`config.mk`:
```
export PLATFORM = sky130hd
export DESIGN_NAME = mem_port_arbiter
export DESIGN_NICKNAME = d
export VERILOG_FILES = /design/src/rtl/mem_port_arbiter_pkg.sv /design/src/rtl/mem_arb_priority.sv /design/src/rtl/mem_port_arbiter.sv
export SDC_FILE = /design/constraint.sdc
export NUM_CORES = 1
export LEC_CHECK = 0
export CORE_MARGIN = 5
export CORE_UTILIZATION = 23
export DETAILED_ROUTE_END_ITERATION = 16
export SLEW_MARGIN = 30
export SYNTH_ARGS = -nofsm -noshare
export SYNTH_HDL_FRONTEND = slang
export SYNTH_SLANG_ARGS = --single-unit
```
`constraint.sdc`:
```
create_clock -name clk -period 1.8 [get_ports clk]
set_input_delay 0.27 -clock clk [delete_from_list [all_inputs] [get_ports clk]]
set_output_delay 0.27 -clock clk [all_outputs]
set_load 0.01 [all_outputs]
```
`src/rtl/mem_port_arbiter_pkg.sv`:
```
// Shared definitions for the memory port arbiter.
// Holds the arbiter state and owner encodings and the default line geometry.
package mem_port_arbiter_pkg;

  localparam int LINE_WORDS = 4;
  localparam int IDX_W      = $clog2(LINE_WORDS);

  typedef enum logic [1:0] {
    IDLE,
    RD_WAIT,
    RD_GAP,
    WR_WAIT
  } arb_state_t;

  typedef enum logic [1:0] {
    OWN_NONE,
    OWN_I,
    OWN_D
  } owner_t;

endpackage

```
`src/rtl/mem_arb_priority.sv`:
```
// IDLE-state winner selection for the memory port arbiter.
// The D-cache normally wins. A saturating starve counter tracks D grants
// made while the I-cache is waiting, and forces an I grant once it reaches
// STARVE_LIMIT.
// Ports:
//   clk, reset_n      clock, synchronous active-low reset
//   i_req, d_req      requests from the two cache miss handlers
//   state             arbiter state; grants are only produced in IDLE
//   grant_i, grant_d  one-hot winner for this edge (both 0 outside IDLE)
module mem_arb_priority
  import mem_port_arbiter_pkg::*;
#(
  parameter int STARVE_LIMIT = 4
) (
  input  logic       clk,
  input  logic       reset_n,
  input  logic       i_req,
  input  logic       d_req,
  input  arb_state_t state,
  output logic       grant_i,
  output logic       grant_d
);

  localparam int            SW    = $clog2(STARVE_LIMIT + 1);
  localparam logic [SW-1:0] LIMIT = SW'(STARVE_LIMIT);

  logic [SW-1:0] starve_cnt;
  logic          idle;
  logic          force_i;

  always_comb begin
    idle    = (state == IDLE);
    force_i = i_req && (starve_cnt == LIMIT);
    grant_d = idle && d_req && !force_i;
    grant_i = idle && i_req && !grant_d;
  end

  always_ff @(posedge clk) begin
    if (!reset_n) begin
      starve_cnt <= '0;
    end else if (idle) begin
      if (!i_req || grant_i) begin
        starve_cnt <= '0;
      end else if (grant_d && (starve_cnt != LIMIT)) begin
        starve_cnt <= starve_cnt + 1'b1;
      end
    end
  end

endmodule

```
`src/rtl/mem_port_arbiter.sv`:
```
// Shares the single word-wide memory port between the I-cache fill handler
// and the D-cache fill/write-through handler. Line fills are issued as
// LINE_WORDS single-word reads in fixed order 0..LINE_WORDS-1, with one
// strobe-low cycle between words. Returned words are steered to the owner.
//
// State table:
//   state   | meaning
//   IDLE    | no owner; arbitration happens at the edge
//   RD_WAIT | mem_read high, waiting for mem_ack on the current word
//   RD_GAP  | one strobe-low cycle before the next word of a fill
//   WR_WAIT | mem_write high, waiting for mem_ack on a D write
//
// Ports:
//   clk, reset_n                        clock, synchronous active-low reset
//   i_req, i_addr                       I-cache fill request and miss address
//   i_fill_valid, i_done                I-cache word strobe and last-word flag
//   d_req, d_we, d_addr, d_wdata        D-cache request (fill or single write)
//   d_fill_valid, d_done                D-cache word strobe and completion
//   fill_idx, rdata                     word index and data of returned word
//   mem_read, mem_write, mem_addr,
//   mem_wdata, mem_rdata, mem_ack       external memory port
module mem_port_arbiter
  import mem_port_arbiter_pkg::*;
#(
  parameter int WORD_SIZE    = 16,
  parameter int LINE_WORDS   = mem_port_arbiter_pkg::LINE_WORDS,
  parameter int IDX_W        = mem_port_arbiter_pkg::IDX_W,
  parameter int STARVE_LIMIT = 4
) (
  input  logic                 clk,
  input  logic                 reset_n,
  input  logic                 i_req,
  input  logic [WORD_SIZE-1:0] i_addr,
  output logic                 i_fill_valid,
  output logic                 i_done,
  input  logic                 d_req,
  input  logic                 d_we,
  input  logic [WORD_SIZE-1:0] d_addr,
  input  logic [WORD_SIZE-1:0] d_wdata,
  output logic                 d_fill_valid,
  output logic                 d_done,
  output logic [IDX_W-1:0]     fill_idx,
  output logic [WORD_SIZE-1:0] rdata,
  output logic                 mem_read,
  output logic                 mem_write,
  output logic [WORD_SIZE-1:0] mem_addr,
  output logic [WORD_SIZE-1:0] mem_wdata,
  input  logic [WORD_SIZE-1:0] mem_rdata,
  input  logic                 mem_ack
);

  // Clears the word-index bits so a fill always starts at the line base.
  localparam logic [WORD_SIZE-1:0] LINE_MASK = ~WORD_SIZE'(LINE_WORDS - 1);
  localparam logic [IDX_W-1:0]     LAST_IDX  = IDX_W'(LINE_WORDS - 1);

  arb_state_t           state, state_nx;
  owner_t               owner, owner_nx;
  logic [IDX_W-1:0]     word_cnt, word_cnt_nx;
  logic                 mem_read_nx, mem_write_nx;
  logic [WORD_SIZE-1:0] mem_addr_nx, mem_wdata_nx;
  logic                 grant_i, grant_d;
  logic                 rd_ack, last_word;

  mem_arb_priority #(
    .STARVE_LIMIT (STARVE_LIMIT)
  ) u_priority (
    .clk     (clk),
    .reset_n (reset_n),
    .i_req   (i_req),
    .d_req   (d_req),
    .state   (state),
    .grant_i (grant_i),
    .grant_d (grant_d)
  );

  always_ff @(posedge clk) begin
    if (!reset_n) begin
      state     <= IDLE;
      owner     <= OWN_NONE;
      word_cnt  <= '0;
      mem_read  <= 1'b0;
      mem_write <= 1'b0;
      mem_addr  <= '0;
      mem_wdata <= '0;
    end else begin
      state     <= state_nx;
      owner     <= owner_nx;
      word_cnt  <= word_cnt_nx;
      mem_read  <= mem_read_nx;
      mem_write <= mem_write_nx;
      mem_addr  <= mem_addr_nx;
      mem_wdata <= mem_wdata_nx;
    end
  end

  always_comb begin
    state_nx     = state;
    owner_nx     = owner;
    word_cnt_nx  = word_cnt;
    mem_read_nx  = mem_read;
    mem_write_nx = mem_write;
    mem_addr_nx  = mem_addr;
    mem_wdata_nx = mem_wdata;

    rd_ack       = (state == RD_WAIT) && mem_ack;
    last_word    = (word_cnt == LAST_IDX);
    i_fill_valid = rd_ack && (owner == OWN_I);
    d_fill_valid = rd_ack && (owner == OWN_D);
    i_done       = i_fill_valid && last_word;
    d_done       = (d_fill_valid && last_word) || ((state == WR_WAIT) && mem_ack);
    fill_idx     = word_cnt;
    rdata        = mem_rdata;

    unique case (state)
      IDLE: begin
        if (grant_d) begin
          owner_nx    = OWN_D;
          word_cnt_nx = '0;
          if (d_we) begin
            state_nx     = WR_WAIT;
            mem_write_nx = 1'b1;
            mem_addr_nx  = d_addr;
            mem_wdata_nx = d_wdata;
          end else begin
            state_nx    = RD_WAIT;
            mem_read_nx = 1'b1;
            mem_addr_nx = d_addr & LINE_MASK;
          end
        end else if (grant_i) begin
          owner_nx    = OWN_I;
          word_cnt_nx = '0;
          state_nx    = RD_WAIT;
          mem_read_nx = 1'b1;
          mem_addr_nx = i_addr & LINE_MASK;
        end
      end
      RD_WAIT: begin
        if (mem_ack) begin
          mem_read_nx = 1'b0;
          if (last_word) begin
            state_nx    = IDLE;
            owner_nx    = OWN_NONE;
            word_cnt_nx = '0;
          end else begin
            state_nx    = RD_GAP;
            word_cnt_nx = word_cnt + 1'b1;
          end
        end
      end
      RD_GAP: begin
        // word_cnt already points at the next word; the line base is kept in mem_addr.
        state_nx    = RD_WAIT;
        mem_read_nx = 1'b1;
        mem_addr_nx = (mem_addr & LINE_MASK) | WORD_SIZE'(word_cnt);
      end
      WR_WAIT: begin
        if (mem_ack) begin
          state_nx     = IDLE;
          owner_nx     = OWN_NONE;
          mem_write_nx = 1'b0;
        end
      end
      default: begin
        state_nx     = IDLE;
        owner_nx     = OWN_NONE;
        mem_read_nx  = 1'b0;
        mem_write_nx = 1'b0;
      end
    endcase
  end

endmodule

```
After elaboration in Yosys (flattened, before gate mapping)
Index checks and enable logic that the tools add are counted.

word-level totals
  register bits after elaboration = 43
  bits in latches = 0
  RAM bits = 0
  bits in read-only memories = 0
  output and inout port bits = 56
  word-level logic and storage cells = 88
  memories kept = 0

operators by class
  add/subtract/negate cells = 2
  multiply operators = 0
  div/mod/pow operators = 0
  $lt $le $gt $ge = 0
  equal/unequal tests = 15
  shift operators = 0
  muxes and demuxes = 30
  bitwise logic cells = 1
  reduce and logical (&&, ||, !) cells = 32

operators by type and width
  cell                                                 count
  2-to-1 mux 16 bit                                    2
  case mux 16 bit (2 select lines)                     1
  2-to-1 mux 2 bit                                     14
  bitwise OR 16 x 2 -> 16 bit                          1
  logical AND 1 bit                                    12
  AND reduction 3 bit                                  3
  equality test 2 bit, second input constant           4
  != test 2 bit, second input constant                 4
  case mux 2 bit (4 select lines)                      1
  AND reduction 4 bit                                  2
  nonzero test 2 bit                                   4
  2-to-1 mux 1 bit                                     6
  2-to-1 mux 3 bit                                     2
  != test 3 bit, second input constant                 2
  case mux 2 bit (3 select lines)                      1
  nonzero test 3 bit                                   2
  AND reduction 5 bit                                  1
  equality test 2 x 1 -> 1 bit, second input constant  2
  case mux 2 bit (2 select lines)                      1
  AND reduction 2 bit                                  2
  adder 3 x 1 -> 3 bit, second input constant          1
  equality test 3 bit, second input constant           1
  logical NOT 1 bit                                    3
  != test 3 x 1 -> 1 bit, second input constant        1
  other kinds (6)                                      7

Logic depth before layout (Yosys ltp)
Gate-level depths: netlist of the first run.

  depth after elaboration = 9
  mapped depth = 8
  gate-level depth less buffers = 6

Hierarchy
A second synthesis of the first run with hierarchy kept.

unflattened totals
  cells, all modules = 244
  area total of the unflattened synthesis = 2,158.3 µm²

by module, submodules not included
  module            instances  cells each  area each (µm²)  seq. area each (µm²)
  mem_port_arbiter  1          219         1,970.6          800.8
  mem_arb_priority  1          25          187.7            60.1

Worst setup path after synthesis of the first run
Ideal clock, no wire load.

  path type = register to register
  from = register state[0]
  to = register mem_read
  arrival = 1,536 ps
  setup slack = 142 ps
  stages on the path, launching flop included = 9
  buffers on the path = 2
  path through = dfxtp_1 -> inv_1 -> ha_1 -> buf_2 -> and3_1 -> and2_1 -> buf_4 -> nor4_1 -> nor3_1

on the way
  cells in the longest elaborated chain, start to end = 7

ends and longest elaborated chain
  element                                  line                                             RTL
  from (decl)                              mem_port_arbiter.sv:56                           arb_state_t state, state_nx;
  from (signal assigned)                   mem_port_arbiter.sv:86                           state <= state_nx;
  logical NOT 2 bit                        mem_arb_priority.sv:32, mem_port_arbiter.sv:114
  logical AND 1 bit (2 in series)          mem_arb_priority.sv:34                           grant_d = idle && d_req && !force_i;
  logical NOT 1 bit                        mem_arb_priority.sv:35                           grant_i = idle && i_req && !grant_d;
  logical AND 1 bit                        mem_arb_priority.sv:35
  != test 3 x 1 -> 1 bit (no source line)  n/a
  AND reduction 4 bit (no source line)     n/a
  to (signal assigned)                     mem_port_arbiter.sv:89                           mem_read <= mem_read_nx;
  to (decl)                                mem_port_arbiter.sv:44                           output logic mem_read,

Several ways; a longest one is shown, not always the timed one.
A chain may end at the register's enable or synchronous reset.

Worst setup path after layout of the first run
  from = register state[1]
  to = output port d_done

on the way
  cells in the longest elaborated chain, start to end = 5

ends and longest elaborated chain
  element                       line                     RTL
  equality test 2 x 1 -> 1 bit  mem_port_arbiter.sv:105  rd_ack = (state == RD_WAIT) && mem_ack;
  logical AND 1 bit             mem_port_arbiter.sv:105
  logical AND 1 bit             mem_port_arbiter.sv:108  d_fill_valid = rd_ack && (owner == OWN_D);
  logical AND 1 bit             mem_port_arbiter.sv:110  d_done = (d_fill_valid && last_word) || ((state == WR_WAIT) && mem_ack);
  logical OR 1 bit (*)          mem_port_arbiter.sv:110
  to (decl)                     mem_port_arbiter.sv:41   output logic d_done,

Mark *: on every way between the ends. The rest lies on a longest branch, timed or not.

==> reports/results.ini, run 1 <==
[outcome]
status=finished clean

[setup_path]
critPathKind=reg2out
rr_endpoint=mem_addr[3]
r2r_slack_ps=100
cp.required_ps=1530
arrival_ps=1490
worstSetupStartpointType=flip-flop
crit_fanout=5
r2r_start=state[0]
cp_slowest_stage_delay_ps=340
r2r_cells=8
cp-end-kind=output port
crit_chain=inv_2, ha_4, buf_6, and4b_1, o21a_1, buf_2
crit_slowest_cell=dfxtp_2

[yosys]
yosys.area_share.simple_pct=23.75
ys.flop_type=dfxtp_1
syn_area_per_cell_um2=7.972
synth-seq-cells=43
synth_edf_count=0
synth_top_family_by_area=simple AND/OR/NAND/NOR gates
syn-cell-area_um2=2081
syn_inst=261
synthMuxAreaShare_pct=1.924
seq_area_frac_synth_pct=41.37
synth-compound-area-share_pct=16.72
synth-async-reset-ratio_pct=0
synth_nets=339
synth_cell_types=33
synthAdderAreaFrac_pct=4.811
yosysWarnings=0
synthXorXnorAreaFrac_pct=0.8419

[drt]
detail-route-antenna-nets=0
drt_iter0_drc=95
viasPerCell=4.489
dr_total_vias=2092
wirelength_mm=6.610
top_layer=met4
wl_met1_mm=2.923
dr_wl_met3_um=539
drc_errors=0
wl_met2_mm=3.102
drt_pass1_iterations=4
wl_per_cell_um=14.18

[clock_tree]
cts.sinks=43
clock_latency_ps=300
cts_tree=yes
cts.path.max_buffers=2
clkTransAtPathRegs_ps=90
cts_buffers=5
htreeDepth=2
cts-root-buf=clkbuf_8

[timing]
fmax_mhz=569.4
rsz0062_at_grt=true
hold_violations=0
maxSlewViolCount=0
finalCritPeriodShare_pct=97.57
tightest_slew_ps=709.9
setup_violations=0
clock-skew-final_ps=10.96
fin_crit_ps=1756
maxSlewHeadroom_pct=52.62

[power_and_ir_drop]
leakage_nw=1.325
p_total_mw=5.064
power_density_nw_per_um2=1473
ir_worst_vdd_uv=426.2

[placement]
gp_congestion=0.7791
io_buffers=91
placed_area_um2=3137
dpl.cell_count=450
dp_hpwl_mm=4.668

[finish]
register_area_um2=863.3
diodes=0
area_growth_pct=65.24
drive_above_1_share_pct=16.20
nets=435
stdcell_count=466
stdcell_area_um2=3438
multi_input_area_um2=1066
fill_cells=901

[grt]
grt_antenna_before_repair=0
overflow=0
grt_pass1_vias=2061
track_usage_pct=11.10
grt_pass1_wl_mm=10.12
grt_max_degree=29

[worst_hold_path]
hold_path_class=reg2reg
holdPathStages=2
holdPathEnd=mem_wdata[4]
worstHoldStart=mem_wdata[4]

[floorplanning]
fp.dieW_um=105.1
die_h_um=105.1
die_area_um2=11050
coreArea_um2=8763
io_pins=126
rows=34
initial_core_util_pct=23.74

[job]
timing.max_cap.violations=0

[metal layers]
metal | vias to the layer above | track usage [%]
li1 | 1062 | -
met1 | 939 | 13.24
met2 | 86 | 18.71
met3 | 5 | 4.316
met4 | 0 | 2.740
met5 | - | 0
[cell families (layout without fill, tap and decap cells)]
family,Yosys count,after routing
multiplexers,4,4
AND/OR/NAND/NOR,105,105
AO/OA/AOI/OAI,62,62
buffers and inverters,37,134
flip-flops,43,43
XOR/XNOR,2,2
adder cells (fa/ha/maj),8,8
[repair_timing]
action	4_1_cts	5_1_grt
buffers inserted	2	3
hold buffers	0	0
hold endpoints to repair	0	0
gates cloned	0	3
gates resized for setup	18	13
pin swaps	2	6
setup endpoints to repair	22	23
[per-stage QoR]
step,util (%),worst slack [ps],setup TNS [ps],hold WS [ps]
floorplan,-,141.5,0,406.0
finish,39.23,43.77,0,456.3
global placement,35.79,-283.2,-1767,442.6
detailed placement,35.79,-323.0,-2467,447.6
CTS,37.58,-4.493,-4.493,460.6
global route,39.23,-11.97,-28.53,484.0
[report_power, final]
part           internal, mW  switching (mW)  leakage, nW  total (mW)
logic                  1.50            1.23        0.907        2.73
clock network         0.554           0.358       0.0644       0.912
registers              1.25           0.169        0.354        1.42
[final cells by class]
cell class | instances | area share (%)
timing repair buffer | 120 | 35.33
multi-input combinational | 181 | 31.00
sequential | 43 | 25.11
clock buffer | 5 | 2.001
inverter | 6 | 0.6550
tap | 108 | 3.930
clock inverter | 3 | 1.965
[state kept, by name, indices dropped and copies added, names as in the netlist]
| register | flops |
|---|---|
| u_priority.starve_cnt | 3 |
| mem_read | 1 |
| owner | 2 |
| fill_idx | 2 |
| mem_addr | 16 |
| state | 2 |
| mem_wdata | 16 |
| mem_write | 1 |
[worst max-delay path: cells and delay by family, from the launching register on]
kind / cells / cell delay, ps
flops: 1 / 340
buf+inv: 3 / 310
compound gates: 1 / 200
simple gates: 1 / 180
fa+ha+maj: 1 / 160
[Yosys cell counts, drive strengths merged (3+ instances only)]
cell type / n / area [um^2]
nor2: 10 / 40.04
dfxtp: 43 / 860.8
buf: 26 / 178.9
nor3: 3 / 15.01
nand3: 5 / 30.03
inv: 6 / 22.52
nand2: 71 / 266.5
a211oi: 3 / 22.52
nand3b: 3 / 22.52
o21ai: 20 / 100.1
a31oi: 17 / 106.4
nor3b: 5 / 65.06
a21oi: 20 / 100.1
mux2i: 4 / 40.04
clkbuf: 5 / 18.77
ha: 8 / 100.1
[worst max path at each step]
stage	startpoint	end
final	state[1]	d_done
after CTS	state[1]	i_fill_valid
after detailed placement	mem_ack	i_done
after global routing	state[0]	mem_addr[3]
after floorplan	state[0]	mem_read
after global placement	mem_ack	i_done
[cells in the final DEF, fill, tap and decap left out, types with 6 or more instances in the layout]
cell / instances
o21ai_0: 14
nor2_1: 9
a31oi_1: 17
clkdlybuf4s50_1: 87
dfxtp_1: 41
a21oi_1: 19
buf_4: 20
nand2_1: 70
o21ai_1: 6
Power figures use the tool's default switching activity.
==> inputs of run 2 (changes only) <==
Settings changed: SKIP_CTS_REPAIR_TIMING from default to 1.
==> run 2 against run 1 <==
Sequential power is essentially flat; sequential share of layout area grew 0.63 points; power shrank 4.4%; critical path depth is the same; global-route usage shrank 0.051 points; worst setup slack lost 25 ps; core utilization shrank 0.96 points; fmax shrank 1.4%; register-to-register slack lost 20 ps; sequential cell count is the same; via count shrank 1.5%.
==> reports/results.ini, run 2 (synthesis results as in run 1) <==
[timing]
fin_crit_ps=1781  ; +24.99 ps
finalCritPeriodShare_pct=98.96  ; +1.4 points
layout_setup_ws_ps=18.77  ; -24.99 ps
clock-skew-final_ps=11.84  ; +0.8846 ps
fmax_mhz=561.4  ; -1.4%
tightest_slew_ps=704.9  ; -5.044 ps
setup_violations=0  ; unchanged
maxSlewViolCount=0  ; unchanged
maxSlewHeadroom_pct=52.96  ; +0.34 points
hold_violations=0  ; unchanged
rsz0062_at_grt=true

[floorplanning]
io_pins=126  ; unchanged
die_h_um=105.1  ; unchanged
fp.dieW_um=105.1  ; unchanged
coreArea_um2=8763  ; unchanged
die_area_um2=11050  ; unchanged
initial_core_util_pct=23.74  ; unchanged
rows=34  ; unchanged

[power_and_ir_drop]
switchingPower_mw=1.681  ; -4.4%
seq_power_share_pct=29.1  ; +1.1 points
clkPwrFrac_pct=18.8  ; +0.8 points
ir_worst_vdd_uv=478.9  ; +12%
swShare_pct=34.71  ; about the same
p_total_mw=4.843  ; -4.4%
leakage_nw=1.306  ; -1.5%
comb_power_share_pct=52.1  ; -1.9 points
power_density_nw_per_um2=1444  ; -2.0%
internal_power_mw=3.162  ; -4.4%

[clock_tree]
cts_tree=yes
cts.sinks=43  ; unchanged
htreeDepth=2  ; unchanged
cts.path.max_buffers=2  ; unchanged
cts_buffers=5  ; unchanged
clkTransAtPathRegs_ps=90  ; about the same
cts-root-buf=clkbuf_8
clock_latency_ps=300  ; about the same

[placement]
io_buffers=91  ; unchanged
pre_cts_ws_ps=-323.0  ; unchanged
gp_congestion=0.7791  ; unchanged
dp_hpwl_mm=4.668  ; unchanged

[grt]
track_usage_pct=11.04  ; -0.051 points
grt_pass1_vias=2044  ; -0.82%
overflow=0  ; unchanged
grt_max_degree=29  ; unchanged
grt_antenna_before_repair=0  ; unchanged
grt_pass1_wl_mm=10.07  ; -0.41%

[setup_path]
cp.required_ps=1530  ; about the same
r2r_slack_ps=80  ; -20 ps
cp-end-kind=output port
crit_fanout=5  ; unchanged
cp_slowest_stage_delay_ps=340  ; about the same
critPathKind=reg2out
worstSetupStartpointType=flip-flop
crit_slowest_cell=dfxtp_2
arrival_ps=1510  ; +20 ps
crit_chain=inv_1, ha_2, buf_4, and4b_1, o21a_1, clkbuf_2

[job]
timing.max_cap.violations=0  ; unchanged

[drt]
wirelength_mm=6.383  ; -3.4%
drt_iter0_drc=91  ; -4.2%
viasPerCell=4.461  ; -0.63%
drt_pass1_iterations=4  ; unchanged
wl_per_cell_um=13.82  ; -2.6%
dr_total_vias=2061  ; -1.5%
detail-route-antenna-nets=0  ; unchanged
drc_errors=0  ; unchanged

[worst_hold_path]
hold_path_class=reg2reg

[finish]
register_area_um2=863.3  ; unchanged
area_growth_pct=61.21
fill_cells=909  ; +0.89%
reg.largest.list=mem_addr: 16 flops, mem_wdata: 16 flops, u_priority.starve_cnt: 3 flops
multi_input_area_um2=1044  ; -2.1%
mostFrequentLayoutCells=87 x clkdlybuf4s50_1, 70 x nand2_1, 41 x dfxtp_1, 20 x a21oi_1, 20 x buf_4
final_util_pct=38.28  ; -0.96 points
nets=431  ; -0.92%
drive_above_1_share_pct=14.69  ; -1.5 points
diodes=0  ; unchanged
mostFrequentLayoutCell=clkdlybuf4s50_1

[outcome]
status=finished clean

-- run 2: changes by cell type in the layout (fill, tap and decap cells not counted), sizes merged --
cell | previous run | this run
buf | 29 | 24
dlymetal6s2s | 0 | 1
clkdlybuf4s15 | 1 | 0
dlygate4sd2 | 1 | 0
clkbuf | 7 | 9
-- run 2: power by group through the flow --
stage | combinational, mW | clock, mW | sequential [mW]
6_report | 2.52 | 0.911 | 1.41
3_3_place_gp | 2.32 | 0 | 1.40
2_1_floorplan | 1.13 | 0 | 1.52
4_1_cts | 2.35 | 0.947 | 1.40
3_5_place_dp | 2.34 | 0 | 1.41
5_1_grt | 2.78 | 0.991 | 1.44
-- run 2: layout make-up --
cell class	count	area share [%]
timing repair buffer	116	34.39
inverter	6	0.6714
sequential	43	25.74
tap	108	4.028
multi-input combinational	181	31.11
clock buffer	5	2.051
clock inverter	3	2.014
-- run 2: stage by stage --
step	TNS [ps]	area (um^2)	instances	hold slack [ps]
2_1_floorplan	0	2081	261	406.0
3_3_place_gp	-1767	3137	450	442.6
3_5_place_dp	-2467	3137	450	447.6
4_1_cts	-1841	3273	458	460.6
5_1_grt	-89.46	3354	462	484.0
6_report	0	3354	462	456.5
-- run 2: worst paths after layout --
kind	from	end	cells past startpoint
worst max-delay path	state[1]	d_done	6
worst min-delay path	mem_wdata[4]	mem_wdata[4]	2
worst max register to register	state[1]	fill_idx[0]	7
worst min register to register	mem_wdata[4]	mem_wdata[4]	2
-- run 2: worst max-delay path: cells and delay by family (launching register included) --
family	cells	cell delay (ps)
flops	1	340
simple gates	1	180
buf+inv	3	340
compound gates	1	180
fa+ha+maj	1	190
-- run 2: metal layers --
metal / GRT usage [%] / part of all wire, %
met1: 13.35 / 46
met2: 18.39 / 45
met3: 4.316 / 8.2
met4: 2.740 / 0.69
met5: 0 / 0
